--- src/rtl/lfsr_pkg.sv ---
// Shared types and defaults for the LFSR sequencer: FSM state encoding,
// default sizing and a counter-width helper.
package lfsr_pkg;

  typedef enum logic [2:0] {
    IDLE  = 3'd0,
    LOAD  = 3'd1,
    WARM  = 3'd2,
    RUN   = 3'd3,
    DRAIN = 3'd4
  } state_t;

  localparam int DEF_N      = 20;
  localparam int DEF_STRIDE = 20;
  localparam int DEF_WARMUP = 20;
  localparam int DEF_CNT_W  = 8;
  localparam int OVR_W      = 8;

  // Bits needed to hold the values 0 .. max_count-1 (never less than one).
  function automatic int cnt_width(input int max_count);
    return (max_count <= 2) ? 1 : $clog2(max_count);
  endfunction

endpackage

--- src/rtl/lfsr_seq_ctrl_if.sv ---
// Bus between the sequencer, the attached LFSR and the word consumer:
// LFSR control/state plus the valid/ready output stream.
interface lfsr_seq_ctrl_if #(
  parameter int N = 20
);

  logic [N-1:0] out_data;
  logic         out_valid;
  logic         out_ready;
  logic         lfsr_r;
  logic         lfsr_load;
  logic [3:0]   lfsr_s;
  logic [N-1:0] lfsr_q;

  modport master (
    output out_data,
    output out_valid,
    output lfsr_r,
    output lfsr_load,
    output lfsr_s,
    input  out_ready,
    input  lfsr_q
  );

  modport slave (
    input  out_data,
    input  out_valid,
    input  lfsr_r,
    input  lfsr_load,
    input  lfsr_s,
    output out_ready,
    output lfsr_q
  );

endinterface

--- src/rtl/lfsr_word_buf.sv ---
// One-entry valid/ready holding register. A capture is either accepted
// (slot free or emptying this cycle) or dropped; both are reported back.
module lfsr_word_buf
  import lfsr_pkg::*;
#(
  parameter int N = DEF_N
) (
  input  logic         clk,
  input  logic         r,
  input  logic         i_capture,
  input  logic         i_clear,
  input  logic [N-1:0] i_data,
  input  logic         i_ready,
  output logic [N-1:0] o_data,
  output logic         o_valid,
  output logic         o_accept,
  output logic         o_drop
);

  logic [N-1:0] r_data;
  logic         r_valid;
  logic         w_draining;

  assign w_draining = r_valid & i_ready;
  assign o_accept   = i_capture & (~r_valid | i_ready);
  assign o_drop     = i_capture & r_valid & ~i_ready;
  assign o_data     = r_data;
  assign o_valid    = r_valid;

  // Clear wins over everything; a fresh capture may replace a word leaving this cycle.
  always_ff @(posedge clk or negedge r) begin
    if (!r) begin
      r_data  <= '0;
      r_valid <= 1'b0;
    end else if (i_clear) begin
      r_valid <= 1'b0;
    end else if (o_accept) begin
      r_data  <= i_data;
      r_valid <= 1'b1;
    end else if (w_draining) begin
      r_valid <= 1'b0;
    end
  end

endmodule

--- src/rtl/lfsr_seq_ctrl.sv ---
// Sequencer for a free-running LFSR: clear, seed-load, warm-up, then sample
// every STRIDE cycles and hand num_words samples to one consumer.
module lfsr_seq_ctrl
  import lfsr_pkg::*;
#(
  parameter int N      = DEF_N,
  parameter int STRIDE = DEF_STRIDE,
  parameter int WARMUP = DEF_WARMUP,
  parameter int CNT_W  = DEF_CNT_W
) (
  input  logic             clk,
  input  logic             r,
  input  logic             i_start,
  input  logic [3:0]       i_seed,
  input  logic [CNT_W-1:0] i_num_words,
  input  logic             i_abort,
  output logic             o_busy,
  output logic             o_done,
  output logic             o_err_zero,
  output logic [OVR_W-1:0] o_overrun_cnt,
  lfsr_seq_ctrl_if.master  bus
);

  localparam int CW = cnt_width((WARMUP > STRIDE) ? WARMUP : STRIDE);

  state_t           r_state;
  logic [CW-1:0]    r_cnt;
  logic [CNT_W-1:0] r_words_left;
  logic             r_busy;
  logic             r_done;
  logic             r_err_zero;
  logic [OVR_W-1:0] r_ovr;
  logic             r_lfsr_r;
  logic             r_lfsr_load;
  logic [3:0]       r_lfsr_s;

  logic             w_abort;
  logic             w_sample;
  logic             w_zero;
  logic             w_capture;
  logic             w_clear;
  logic             w_accept;
  logic             w_drop;
  logic [N-1:0]     w_buf_data;
  logic             w_buf_valid;

  // The LFSR cannot be stalled, so abort has to beat a sample that lands this cycle.
  assign w_abort   = i_abort & (r_state != IDLE);
  assign w_sample  = (r_state == RUN) & (r_cnt == '0) & ~i_abort;
  assign w_zero    = (bus.lfsr_q == '0);
  assign w_capture = w_sample & ~w_zero;
  assign w_clear   = w_abort | (w_sample & w_zero);

  lfsr_word_buf #(
    .N (N)
  ) u_buf (
    .clk       (clk),
    .r         (r),
    .i_capture (w_capture),
    .i_clear   (w_clear),
    .i_data    (bus.lfsr_q),
    .i_ready   (bus.out_ready),
    .o_data    (w_buf_data),
    .o_valid   (w_buf_valid),
    .o_accept  (w_accept),
    .o_drop    (w_drop)
  );

  assign bus.out_data   = w_buf_data;
  assign bus.out_valid  = w_buf_valid;
  assign bus.lfsr_r     = r_lfsr_r;
  assign bus.lfsr_load  = r_lfsr_load;
  assign bus.lfsr_s     = r_lfsr_s;
  assign o_busy         = r_busy;
  assign o_done         = r_done;
  assign o_err_zero     = r_err_zero;
  assign o_overrun_cnt  = r_ovr;

  always_ff @(posedge clk or negedge r) begin
    if (!r) begin
      r_state      <= IDLE;
      r_cnt        <= '0;
      r_words_left <= '0;
      r_busy       <= 1'b0;
      r_done       <= 1'b0;
      r_err_zero   <= 1'b0;
      r_ovr        <= '0;
      r_lfsr_r     <= 1'b1;
      r_lfsr_load  <= 1'b0;
      r_lfsr_s     <= '0;
    end else begin
      r_done      <= 1'b0;
      r_lfsr_load <= 1'b0;
      if (w_abort) begin
        r_state  <= IDLE;
        r_busy   <= 1'b0;
        r_lfsr_r <= 1'b1;
        r_lfsr_s <= '0;
      end else begin
        case (r_state)
          IDLE: begin
            if (i_start) begin
              if (i_seed == 4'd0) begin
                r_err_zero <= 1'b1;
              end else if (i_num_words == '0) begin
                r_done <= 1'b1;
              end else begin
                r_state      <= LOAD;
                r_busy       <= 1'b1;
                r_words_left <= i_num_words;
                r_err_zero   <= 1'b0;
                r_ovr        <= '0;
                r_lfsr_r     <= 1'b0;
                r_lfsr_load  <= 1'b1;
                r_lfsr_s     <= i_seed;
              end
            end
          end

          LOAD: begin
            r_state <= WARM;
            r_cnt   <= CW'(WARMUP - 1);
          end

          WARM: begin
            if (r_cnt == '0) begin
              r_state <= RUN;
              r_cnt   <= CW'(STRIDE - 1);
            end else begin
              r_cnt <= r_cnt - 1'b1;
            end
          end

          RUN: begin
            if (r_cnt == '0) begin
              r_cnt <= CW'(STRIDE - 1);
              if (w_zero) begin
                // A zero sample means the LFSR has locked up; stop without done.
                r_state    <= IDLE;
                r_busy     <= 1'b0;
                r_err_zero <= 1'b1;
                r_lfsr_r   <= 1'b1;
                r_lfsr_s   <= '0;
              end else if (w_accept) begin
                r_words_left <= r_words_left - 1'b1;
                if (r_words_left == CNT_W'(1)) begin
                  r_state <= DRAIN;
                end
              end else if (w_drop && (r_ovr != '1)) begin
                r_ovr <= r_ovr + 1'b1;
              end
            end else begin
              r_cnt <= r_cnt - 1'b1;
            end
          end

          DRAIN: begin
            if (w_buf_valid && bus.out_ready) begin
              r_state  <= IDLE;
              r_busy   <= 1'b0;
              r_done   <= 1'b1;
              r_lfsr_r <= 1'b1;
              r_lfsr_s <= '0;
            end
          end

          default: begin
            r_state  <= IDLE;
            r_busy   <= 1'b0;
            r_lfsr_r <= 1'b1;
            r_lfsr_s <= '0;
          end
        endcase
      end
    end
  end

endmodule

--- src/flat_wrapper.sv ---
// flat-port wrapper written by rule: the top's interface ports become plain ports
module lfsr_seq_ctrl_flat import lfsr_pkg::*;
#(
  parameter int N      = DEF_N,
  parameter int STRIDE = DEF_STRIDE,
  parameter int WARMUP = DEF_WARMUP,
  parameter int CNT_W  = DEF_CNT_W
)
  (clk, r, i_start, i_seed, i_num_words, i_abort, o_busy, o_done, o_err_zero, o_overrun_cnt, bus_out_data, bus_out_valid, bus_lfsr_r, bus_lfsr_load, bus_lfsr_s, bus_out_ready, bus_lfsr_q);
  lfsr_seq_ctrl_if #(.N(N)) bus_i ();
  input  logic clk;
  input  logic r;
  input  logic i_start;
  input  logic [3:0] i_seed;
  input  logic [CNT_W-1:0] i_num_words;
  input  logic i_abort;
  output logic o_busy;
  output logic o_done;
  output logic o_err_zero;
  output logic [OVR_W-1:0] o_overrun_cnt;
  output wire logic [$bits(bus_i.out_data)-1:0] bus_out_data;
  output wire logic [$bits(bus_i.out_valid)-1:0] bus_out_valid;
  output wire logic [$bits(bus_i.lfsr_r)-1:0] bus_lfsr_r;
  output wire logic [$bits(bus_i.lfsr_load)-1:0] bus_lfsr_load;
  output wire logic [$bits(bus_i.lfsr_s)-1:0] bus_lfsr_s;
  input wire logic [$bits(bus_i.out_ready)-1:0] bus_out_ready;
  input wire logic [$bits(bus_i.lfsr_q)-1:0] bus_lfsr_q;
  assign bus_out_data = bus_i.out_data;
  assign bus_out_valid = bus_i.out_valid;
  assign bus_lfsr_r = bus_i.lfsr_r;
  assign bus_lfsr_load = bus_i.lfsr_load;
  assign bus_lfsr_s = bus_i.lfsr_s;
  assign bus_i.out_ready = bus_out_ready;
  assign bus_i.lfsr_q = bus_lfsr_q;
  lfsr_seq_ctrl #(.N(N), .STRIDE(STRIDE), .WARMUP(WARMUP), .CNT_W(CNT_W)) u_core (.clk(clk), .r(r), .i_start(i_start), .i_seed(i_seed), .i_num_words(i_num_words), .i_abort(i_abort), .o_busy(o_busy), .o_done(o_done), .o_err_zero(o_err_zero), .o_overrun_cnt(o_overrun_cnt), .bus(bus_i));
endmodule
--- config.mk ---
export PLATFORM = sky130hd
export DESIGN_NAME = lfsr_seq_ctrl_flat
export DESIGN_NICKNAME = d
export VERILOG_FILES = /design/src/rtl/lfsr_pkg.sv /design/src/rtl/lfsr_seq_ctrl_if.sv /design/src/rtl/lfsr_word_buf.sv /design/src/rtl/lfsr_seq_ctrl.sv /design/src/flat_wrapper.sv
export SDC_FILE = /design/constraint.sdc
export NUM_CORES = 1
export LEC_CHECK = 0
export CAP_MARGIN = 20
export CORE_MARGIN = 3
export CORE_UTILIZATION = 45
export CTS_CLUSTER_SIZE = 8
export DETAILED_ROUTE_END_ITERATION = 10
export GPL_ROUTABILITY_DRIVEN = 0
export PLACE_DENSITY = 0.84
export SLEW_MARGIN = 10
export SYNTH_ARGS = -nofsm -noshare
export SYNTH_HDL_FRONTEND = slang
export SYNTH_SLANG_ARGS = --single-unit
--- constraint.sdc ---
create_clock -name clk -period 2.5 [get_ports clk]
set_clock_uncertainty 0.15 [all_clocks]
set_input_delay 0.75 -clock clk [delete_from_list [all_inputs] [get_ports clk]]
set_output_delay 0.75 -clock clk [all_outputs]
set_load 0.01 [all_outputs]
== Word level (Yosys, flattened, before mapping) ==
Cells that the tools add are included.

* Mux-type cells: 69
* $add $sub $neg: 3
* Eq/ne operators: 26
* Bitwise operators: 17
* Reductions and logical operators: 20

{| class="wikitable"
|+ Operators with widths
! operator !! number
|-
| $mux W8 || 13
|-
| $pmux W8 S2 || 2
|-
| $mux W3 || 10
|-
| $mux W1 || 29
|-
| $mux W4 || 7
|-
| $logic_not A20 Y1 || 1
|-
| $ne A2 B2 Y1 const B || 8
|-
| $pmux W4 S4 || 1
|-
| $reduce_and A8 Y1 || 2
|-
| $ne A3 B2 Y1 const B || 5
|-
| $pmux W3 S5 || 1
|-
| $pmux W5 S2 || 1
|-
| $and A1 B1 Y1 || 9
|-
| $ne A3 B1 Y1 const B || 3
|-
| $reduce_and A9 Y1 || 1
|-
| $add A8 B1 Y8 const B || 1
|-
| $eq A8 B1 Y1 const B || 1
|-
| $logic_not A8 Y1 || 1
|-
| $ne A4 B2 Y1 const B || 2
|-
| $ne A8 B8 Y1 const B || 1
|-
| $pmux W1 S4 || 2
|-
| $sub A8 B1 Y8 const B || 1
|-
| $reduce_and A7 Y1 || 1
|-
| $eq A3 B2 Y1 const B || 2
|-
| 17 further kinds || 30
|}

* Register bits: 54
* Logic and storage cells: 147

== Logic depth before layout (Yosys ltp) ==
Gate-level depths: netlist of run 1.

* Depth in word-level cells: 12
* Mapped depth: 8
* Depth with buffers taken out: 7

== By module ==
From an unflattened synthesis of run 1, not the netlist that was laid out.

* Cells, all modules: 271
* Area total of the unflattened synthesis: 2846.5 um2

{| class="wikitable"
|+ By module, submodules not included
! module !! area an instance (um2) !! times used !! cells each
|-
| lfsr_seq_ctrl || 2016.9 || 1 || 222
|-
| lfsr_word_buf || 829.5 || 1 || 49
|}

== Worst setup path after synthesis of run 1 ==
OpenSTA, ideal clock, no wires.

* Kind: input -> register
* From: input port bus_lfsr_q[10]
* To: register u_core.r_words_left[1]
* Path slack: -0.017 ns
* Arrival: 2.242 ns
* Stages on the path: 5
* Cell sequence: nor4_1 > nand3_1 > o21ai_1 > a21o_1 > mux2_4

* Longest elaborated chain between the ends: 6

{| class="wikitable"
|+ RTL lines
! item !! line !! RTL
|-
| start, declared || flat_wrapper.sv:27 || <nowiki>input wire logic [$bits(bus_i.lfsr_q)-1:0] bus_lfsr_q;</nowiki>
|-
| $logic_not A20 Y1 (*) || lfsr_seq_ctrl.sv:50 || <nowiki>assign w_zero = (bus.lfsr_q == '0);</nowiki>
|-
| $not A1 Y1 || lfsr_seq_ctrl.sv:51 || <nowiki>assign w_capture = w_sample & ~w_zero;</nowiki>
|-
| $and A1 B1 Y1 || lfsr_seq_ctrl.sv:51 ||
|-
| $and A1 B1 Y1 || lfsr_word_buf.sv:25 || <nowiki>assign o_accept = i_capture & (~r_valid | i_ready);</nowiki>
|-
| $ne A2 B2 Y1 (no source line) || - ||
|-
| $reduce_and A8 Y1 (no source line) (*) || - ||
|-
| end signal, assigned || lfsr_seq_ctrl.sv:110 || <nowiki>r_words_left <= i_num_words;</nowiki>
|-
| end signal, assigned || lfsr_seq_ctrl.sv:145 || <nowiki>r_words_left <= r_words_left - 1'b1;</nowiki>
|-
| end, declared || lfsr_seq_ctrl.sv:28 || <nowiki>logic [CNT_W-1:0] r_words_left;</nowiki>
|}

Mark *: on every way between the ends. The rest lies on a longest branch, timed or not.
A chain may end at the register's enable or synchronous reset.

== Worst setup path in the final report of run 1 ==
* From: register u_core.r_cnt[0]
* To: register u_core.r_ovr[2], in the netlist u_core.o_overrun_cnt[2]

* Longest elaborated chain between the ends: 9

{| class="wikitable"
|+ RTL lines
! item !! line !! RTL
|-
| start, declared || lfsr_seq_ctrl.sv:27 || <nowiki>logic [CW-1:0] r_cnt;</nowiki>
|-
| start signal, assigned || lfsr_seq_ctrl.sv:122 || <nowiki>r_cnt <= CW'(WARMUP - 1);</nowiki>
|-
| start signal, assigned || lfsr_seq_ctrl.sv:128 || <nowiki>r_cnt <= CW'(STRIDE - 1);</nowiki>
|-
| start signal, assigned || lfsr_seq_ctrl.sv:130 || <nowiki>r_cnt <= r_cnt - 1'b1;</nowiki>
|-
| $logic_not A5 Y1 (*) || lfsr_seq_ctrl.sv:49, lfsr_seq_ctrl.sv:135 ||
|-
| $and A1 B1 Y1 (2 in series) || lfsr_seq_ctrl.sv:49 || <nowiki>assign w_sample = (r_state == RUN) & (r_cnt == '0) & ~i_abort;</nowiki>
|-
| $and A1 B1 Y1 || lfsr_seq_ctrl.sv:51 ||
|-
| $and A1 B1 Y1 (2 in series) || lfsr_word_buf.sv:26 || <nowiki>assign o_drop = i_capture & r_valid & ~i_ready;</nowiki>
|-
| $logic_and A1 B1 Y1 || lfsr_seq_ctrl.sv:149 || <nowiki>end else if (w_drop && (r_ovr != '1)) begin</nowiki>
|-
| $ne A2 B2 Y1 (no source line) || - ||
|-
| $reduce_and A9 Y1 (no source line) (*) || - ||
|-
| end signal, assigned || lfsr_seq_ctrl.sv:150 || <nowiki>r_ovr <= r_ovr + 1'b1;</nowiki>
|-
| end, declared || lfsr_seq_ctrl.sv:32 || <nowiki>logic [OVR_W-1:0] r_ovr;</nowiki>
|}

Marks and branches as above.

==> results of run 1 <==
-- cell usage after synthesis, types with 2 or more instances --
master / number / area [sq um]
o21ai_0: 10 / 50.05
o41ai_1: 2 / 17.52
nor4b_1: 3 / 26.28
buf_2: 3 / 15.01
a22oi_1: 2 / 15.01
nand2_1: 14 / 52.55
o22a_1: 4 / 35.03
a31oi_1: 5 / 31.28
or3_1: 4 / 25.02
a211oi_1: 9 / 67.56
nor2_1: 28 / 105.1
a21o_1: 2 / 15.01
a2111o_1: 2 / 22.52
clkbuf_1: 6 / 22.52
mux2i_1: 4 / 40.04
dfrtp_1: 53 / 1326
a22o_1: 4 / 35.03
nand2b_1: 6 / 37.54
nand3_1: 10 / 50.05
nor3_1: 5 / 25.02
nor4_1: 10 / 62.56
and3_1: 2 / 12.51
o22ai_1: 3 / 18.77
a211o_1: 2 / 17.52
mux2_2: 20 / 225.2
or2_2: 2 / 12.51
ha_1: 5 / 62.56
a21oi_1: 15 / 75.07
nor2b_1: 2 / 12.51
and2_1: 3 / 18.77
inv_1: 11 / 41.29
-- power breakdown --
group / switching, mW / internal, mW
Combinational: 0.690 / 0.673
Sequential: 0.188 / 1.06
Clock: 0.312 / 0.304
-- repair_timing --
action | CTS | global route
cloned | 1 | 0
setup buffers | 6 | 5
setup endpoints to repair | 31 | 46
pin swaps | 6 | 19
gates resized for setup | 14 | 41
-- metrics by stage --
stage          instances  total power, mW  hold WS (ns)  utilization, %
6_report             483            3.223        0.2533           74.79
5_1_grt              483            3.404        0.2652           74.79
4_1_cts              479            3.109        0.2641           70.97
3_5_place_dp         464            2.448        0.3011           67.18
3_3_place_gp         464            2.401        0.3028           67.18
2_1_floorplan        277            1.881        0.3044               -
-- state kept, by name, indices dropped and copies added (netlist names) --
register	flops
u_core.bus.lfsr_load	1
u_core.bus.lfsr_r	1
u_core.bus.lfsr_s	4
u_core.o_busy	1
u_core.o_done	1
u_core.o_err_zero	1
u_core.o_overrun_cnt	8
u_core.r_cnt	5
u_core.r_state	3
u_core.r_words_left	8
u_core.u_buf.o_data	20
u_core.u_buf.o_valid	1
-- final cells by class --
type / count / area share, %
sequential: 54 / 29.84
inverter: 12 / 0.9937
multi-input combinational: 201 / 36.43
timing repair buffer: 133 / 28.10
tap: 75 / 2.070
clock inverter: 3 / 1.049
clock buffer: 5 / 1.518
-- routing by layer --
layer | GRT usage [%] | part of all wire [%]
met4 | 8.777 | 2.6
met5 | 0 | 0
met2 | 37.77 | 51
met1 | 29.36 | 41
met3 | 3.939 | 5.1
-- kinds of logic (layout without fill, tap and decap cells) --
| logic type | after synthesis | in the layout |
|---|---|---|
| multiplexers | 25 | 25 |
| AO/OA/AOI/OAI | 73 | 73 |
| adder cells (fa/ha/maj) | 5 | 5 |
| AND/OR/NAND/NOR | 98 | 98 |
| buffers and inverters | 22 | 153 |
| flip-flops | 54 | 54 |
-- worst max path at each step --
stage	end	slack, ns	cells past startpoint
4_1_cts	u_core.o_overrun_cnt[3]$_DFFE_PN0P_	-0.02	8
5_1_grt	u_core.o_overrun_cnt[5]$_DFFE_PN0P_	-0.07	7
6_report	u_core.o_overrun_cnt[2]$_DFFE_PN0P_	-0.04	8
3_3_place_gp	u_core.u_buf.o_data[16]$_DFFE_PN0P_	-0.36	7
3_5_place_dp	u_core.u_buf.o_data[9]$_DFFE_PN0P_	-0.46	7
2_1_floorplan	u_core.u_buf.o_data[0]$_DFFE_PN0P_	-0.01	6
-- worst max-delay path, stage by stage, from the launching register on --
cell,delay [ns]
dfrtp_1,0.41
inv_2,0.09
ha_4,0.13
or4b_4,0.52
nor3b_4,0.32
buf_4,0.18
a21oi_1,0.13
o41ai_2,0.38
a21oi_2,0.11
==> flow_summary_export.csv, run 1 <==
group,metric,value,unit
cts,cts-root-buf,"clkbuf_8",
flow_run,max_cap_viol_count,0,
min_path,min_path_type,"input port to asynchronous set/reset pin",
sta,setup_viol,1,
worst_setup_path,cp.required,2.55,ns
detailed_routing,wl,9153,um
final_layout,antennaDiodeCount,0,
final_layout,layout_common_cells,"clkdlybuf4s50_1, buf_4, dfrtp_1",
cts,cts_buffer_depth,2,
yosys,synth_fa_ha_area_share,2.168,%
yosys,ys_seq_area_share,46.88,%
yosys,syn_nets,319,
cts,clk_latency,0.31,ns
worst_setup_path,start_kind,"flop",
worst_setup_path,cp.arrival,2.59,ns
sta,worst_slack,-0.03954,ns
yosys,synth_area_per_cell,10.42,sq um
floorplan,io_pins,75,
final_layout,regArea,1353,sq um
sta,tightest_slew,0.6150,ns
yosys,netlist_instances,277,
worst_setup_path,critical_path_class,"flop to flop",
yosys,ys_ff_latch,54,
power,p_leak,2.035,nW
sta,fin_crit_sh,101.6,%
detailed_routing,drt_iter0_drc,118,
sta,final_max_slew_viol_count,0,
final_layout,layout.cells.most_common,"clkdlybuf4s50_1",
yosys,synth_compound_area_share,19.82,%
sta,final-hold-violation-count,0,
yosys,ys_dominant_reg_cell,"dfrtp_1",
yosys,netlist_area,2885,sq um
final_layout,multiInputGateArea,1652,sq um
floorplan,num_rows,28,
yosys,ys.warnings.count,0,
floorplan,die-area,7409,sq um
yosys,synthXorXnorAreaFrac,0,%
worst_setup_path,end_kind,"flop",
cts,ctsHoldBuffers,0,
sta,fin_tns_setup,-0.03954,ns
global_route,grt_max_degree,55,
final_layout,finalInstanceArea,4533,sq um
placed_design,placed_area,4071,sq um
global_route,grt_overflow,0,
global_route,grt_pass1_wl,13280,um
sta,grt_setup_unrepaired,"yes",
cts,tritoncts,"yes",
detailed_routing,antenna_left,0,
outcome,violations,"negative setup slack",
yosys,synth_edf_count,0,
final_layout,area_growth,57.11,%
yosys,synth_cell_types,57,
sta,relSlewSlack,58.42,%
placed_design,post-place-ws,-0.4551,ns
worst_setup_path,path_max_fanout,4,
yosys,async_flop_share,100.0,%
detailed_routing,drt_first_pass_iters,5,
sta,min_period,2.540,ns
cts,clock-sinks,54,
worst_setup_path,r2r_end,"u_core.o_overrun_cnt[2]$_DFFE_PN0P_",
outcome,status,"finished with violations",
detailed_routing,drt-vias-per-instance,5.822,
floorplan,floorplan.initialDensity,47.61,%
power,power_density,710.9,nW/um^2
detailed_routing,vias,2812,
floorplan,fp.coreArea,6061,sq um
power,ir_worst_vdd,0.0004513,V
placed_design,hpwl,5652,um
global_route,grt_use_total,22.68,%
yosys,synth-simple-area-share,18.30,%
floorplan,die_h,86.08,um
final_layout,drive_above_1_share,32.11,%
worst_setup_path,rr_worst_depth,8,
cts,cts-htree-levels,2,
placed_design,port_buffers,74,
final_layout,nFillCells,379,
sta,max_freq,393.8,MHz
cts,cts_buffers,5,
worst_setup_path,reg2reg_from,"u_core.r_cnt[0]$_DFFE_PN0P_",
detailed_routing,routedWlPerCell,18.95,um
yosys,synth_top_family_by_area,"compound AO/OA/AOI/OAI gates",
final_layout,fin_nets,449,
detailed_routing,route.detailed.drc,0,
worst_setup_path,crit_start,"u_core.r_cnt[0]$_DFFE_PN0P_",
global_route,grt_antenna_before_repair,0,
cts,cts.clk_slew.worst_paths,0.11,ns
yosys,synthMuxAreaShare,9.714,%
global_route,grt_pass1_vias,2747,
worst_setup_path,reg2reg_slack,-0.04,ns
floorplan,fp.dieW,86.08,um
Note: power is estimated with default switching activity, not from simulation.
==> run 2: changes to the inputs <==
Settings changed: HOLD_SLACK_MARGIN set to 0.05.
==> results of run 2 <==
Final layout, timing and power as in run 1 (identical DEF).
==> run 3: changes to the inputs <==
Settings changed: MAX_ROUTING_LAYER set to met4.
==> run 3 against run 2 <==
Effect of this change:
- the flow still finishes with violations (negative setup slack)
- final cell count unchanged
- combinational power about the same
- sequential share of layout area unchanged
- register-to-register slack better by 0.02 ns
- wire length up 0.56%
- fmax up 0.75%
- largest power group unchanged
- highest routed layer unchanged
==> flow_summary_export.csv, run 3 (synthesis gave the netlist of run 1 again) <==
group,metric,value,unit
cts,cts_buffers,5,
sta,worst_hold_slack,0.2443,ns
worst_setup_path,path_max_fanout,4,
detailed_routing,drt_first_pass_iters,5,
power,report.power.total,3.224,mW
detailed_routing,drt-vias-per-instance,5.882,
worst_setup_path,critical_path_class,"flop to flop",
floorplan,io_pins,75,
floorplan,num_rows,28,
sta,setup_viol,1,
sta,tightest_slew,0.5854,ns
placed_design,numPlacedInstances,464,
placed_design,placed_area,4071,sq um
detailed_routing,routedWlPerCell,19.06,um
outcome,status,"finished with violations",
global_route,grt_pass1_vias,2752,
floorplan,floorplan.initialDensity,47.61,%
power,power_density,711.2,nW/um^2
floorplan,fp.coreArea,6061,sq um
power,ir_worst_vdd,0.0004489,V
sta,worst_slack,-0.02061,ns
cts,cts.clk_slew.worst_paths,0.11,ns
detailed_routing,vias,2841,
worst_setup_path,cp.required,2.55,ns
global_route,grt_antenna_before_repair,0,
global_route,grt_max_degree,55,
detailed_routing,drt_iter0_drc,207,
sta,max_freq,396.7,MHz
worst_setup_path,start_kind,"flop",
final_layout,drive_above_1_share,32.11,%
sta,fin_tns_setup,-0.02061,ns
worst_setup_path,cp.arrival,2.57,ns
final_layout,layout.cells.most_common,"clkdlybuf4s50_1",
sta,min_period,2.521,ns
floorplan,fp.dieW,86.08,um
global_route,grt_use_total,23.34,%
cts,cts-htree-levels,2,
sta,final_max_slew_viol_count,0,
cts,tritoncts,"yes",
cts,clock-sinks,54,
detailed_routing,route.detailed.drc,0,
placed_design,hpwl,5652,um
sta,grt_setup_unrepaired,"yes",
detailed_routing,wl,9204,um
final_layout,antennaDiodeCount,0,
flow_run,max_cap_viol_count,0,
final_layout,largest_register_ffs,20,
detailed_routing,antenna_left,0,
sta,relSlewSlack,60.43,%
global_route,grt_overflow,0,
outcome,violations,"negative setup slack",
final_layout,finalInstanceArea,4533,sq um
final_layout,area_growth,57.11,%
cts,clk_latency,0.32,ns
sta,final-hold-violation-count,0,
cts,cts-root-buf,"clkbuf_8",
min_path,min_path_type,"input port to asynchronous set/reset pin",
final_layout,layout_common_cells,"clkdlybuf4s50_1, buf_4, dfrtp_1",
power,p_leak,2.035,nW
floorplan,die_h,86.08,um
worst_setup_path,end_kind,"flop",
placed_design,port_buffers,74,
global_route,grt_pass1_wl,13270,um
final_layout,fin_nets,449,
final_layout,layout.cells.non_filler,483,
sta,fin_crit_sh,100.8,%
cts,cts_buffer_depth,2,
floorplan,die-area,7409,sq um
[run 3: cell counts in the layout (fill, tap and decap cells not counted)]
No cell type changed its count.
[run 3: final cells by class]
type,count,area [sq um]
multi-input combinational,201,1652
inverter,12,45.04
sequential,54,1353
clock inverter,3,47.55
tap,75,93.84
clock buffer,5,68.82
timing repair buffer,133,1274
fill,379,1528
[run 3: timing repair]
action | CTS | global route
resized for setup | 14 | 41
hold buffers | 0 | 0
hold endpoints to repair | 0 | 0
cloned | 1 | 0
setup endpoints to repair | 31 | 46
pin swaps | 6 | 19
setup buffers | 6 | 5
[run 3: worst paths after layout]
| kind | start | end | slack (ns) | cells past startpoint |
|---|---|---|---|---|
| min in group clk | u_core.bus.lfsr_r$_DFFE_PN1P_ | u_core.bus.lfsr_r$_DFFE_PN1P_ | 0.32 | 2 |
| min reg2reg | u_core.bus.lfsr_r$_DFFE_PN1P_ | u_core.bus.lfsr_r$_DFFE_PN1P_ | 0.32 | 2 |
| max reg2reg | u_core.r_cnt[1]$_DFFE_PN0P_ | u_core.o_overrun_cnt[2]$_DFFE_PN0P_ | -0.02 | 8 |
| min | r | u_core.u_buf.o_data[19]$_DFFE_PN0P_ | 0.24 | 2 |
| max in group asynchronous | r | u_core.bus.lfsr_r$_DFFE_PN1P_ | 1.64 | 2 |
| max | u_core.r_cnt[1]$_DFFE_PN0P_ | u_core.o_overrun_cnt[2]$_DFFE_PN0P_ | -0.02 | 8 |
[run 3: per-stage QoR]
stage                     utilization (%)  setup slack, ns
final                               74.79         -0.02061
after global routing                74.79         -0.07407
after CTS                           70.97         -0.02323
after detailed placement            67.18          -0.4551
after global placement              67.18          -0.3619
after floorplan                         -         -0.01271
[run 3: per-layer routing]
layer  GRT usage [%]  share of wire [%]  vias to the layer above
li1                -                  -                     1296
met1           29.42                 41                     1428
met2           37.91                 52                      103
met3           3.554                5.2                       14
met4           8.777                2.1                        0
met5               -                  0                        -
[run 3: power by group]
group,leakage (nW),switching [mW],internal [mW]
combinational,1.27,0.691,0.673
clock,0.0587,0.310,0.304
sequential,0.707,0.190,1.06
total,2.03,1.19,2.03
[run 3: worst max-delay path: stages (launching register included)]
cell	delay [ns]
dfrtp_1	0.41
inv_2	0.09
ha_4	0.13
or4b_4	0.51
nor3b_4	0.31
buf_4	0.18
a21oi_1	0.13
o41ai_2	0.38
a21oi_2	0.11
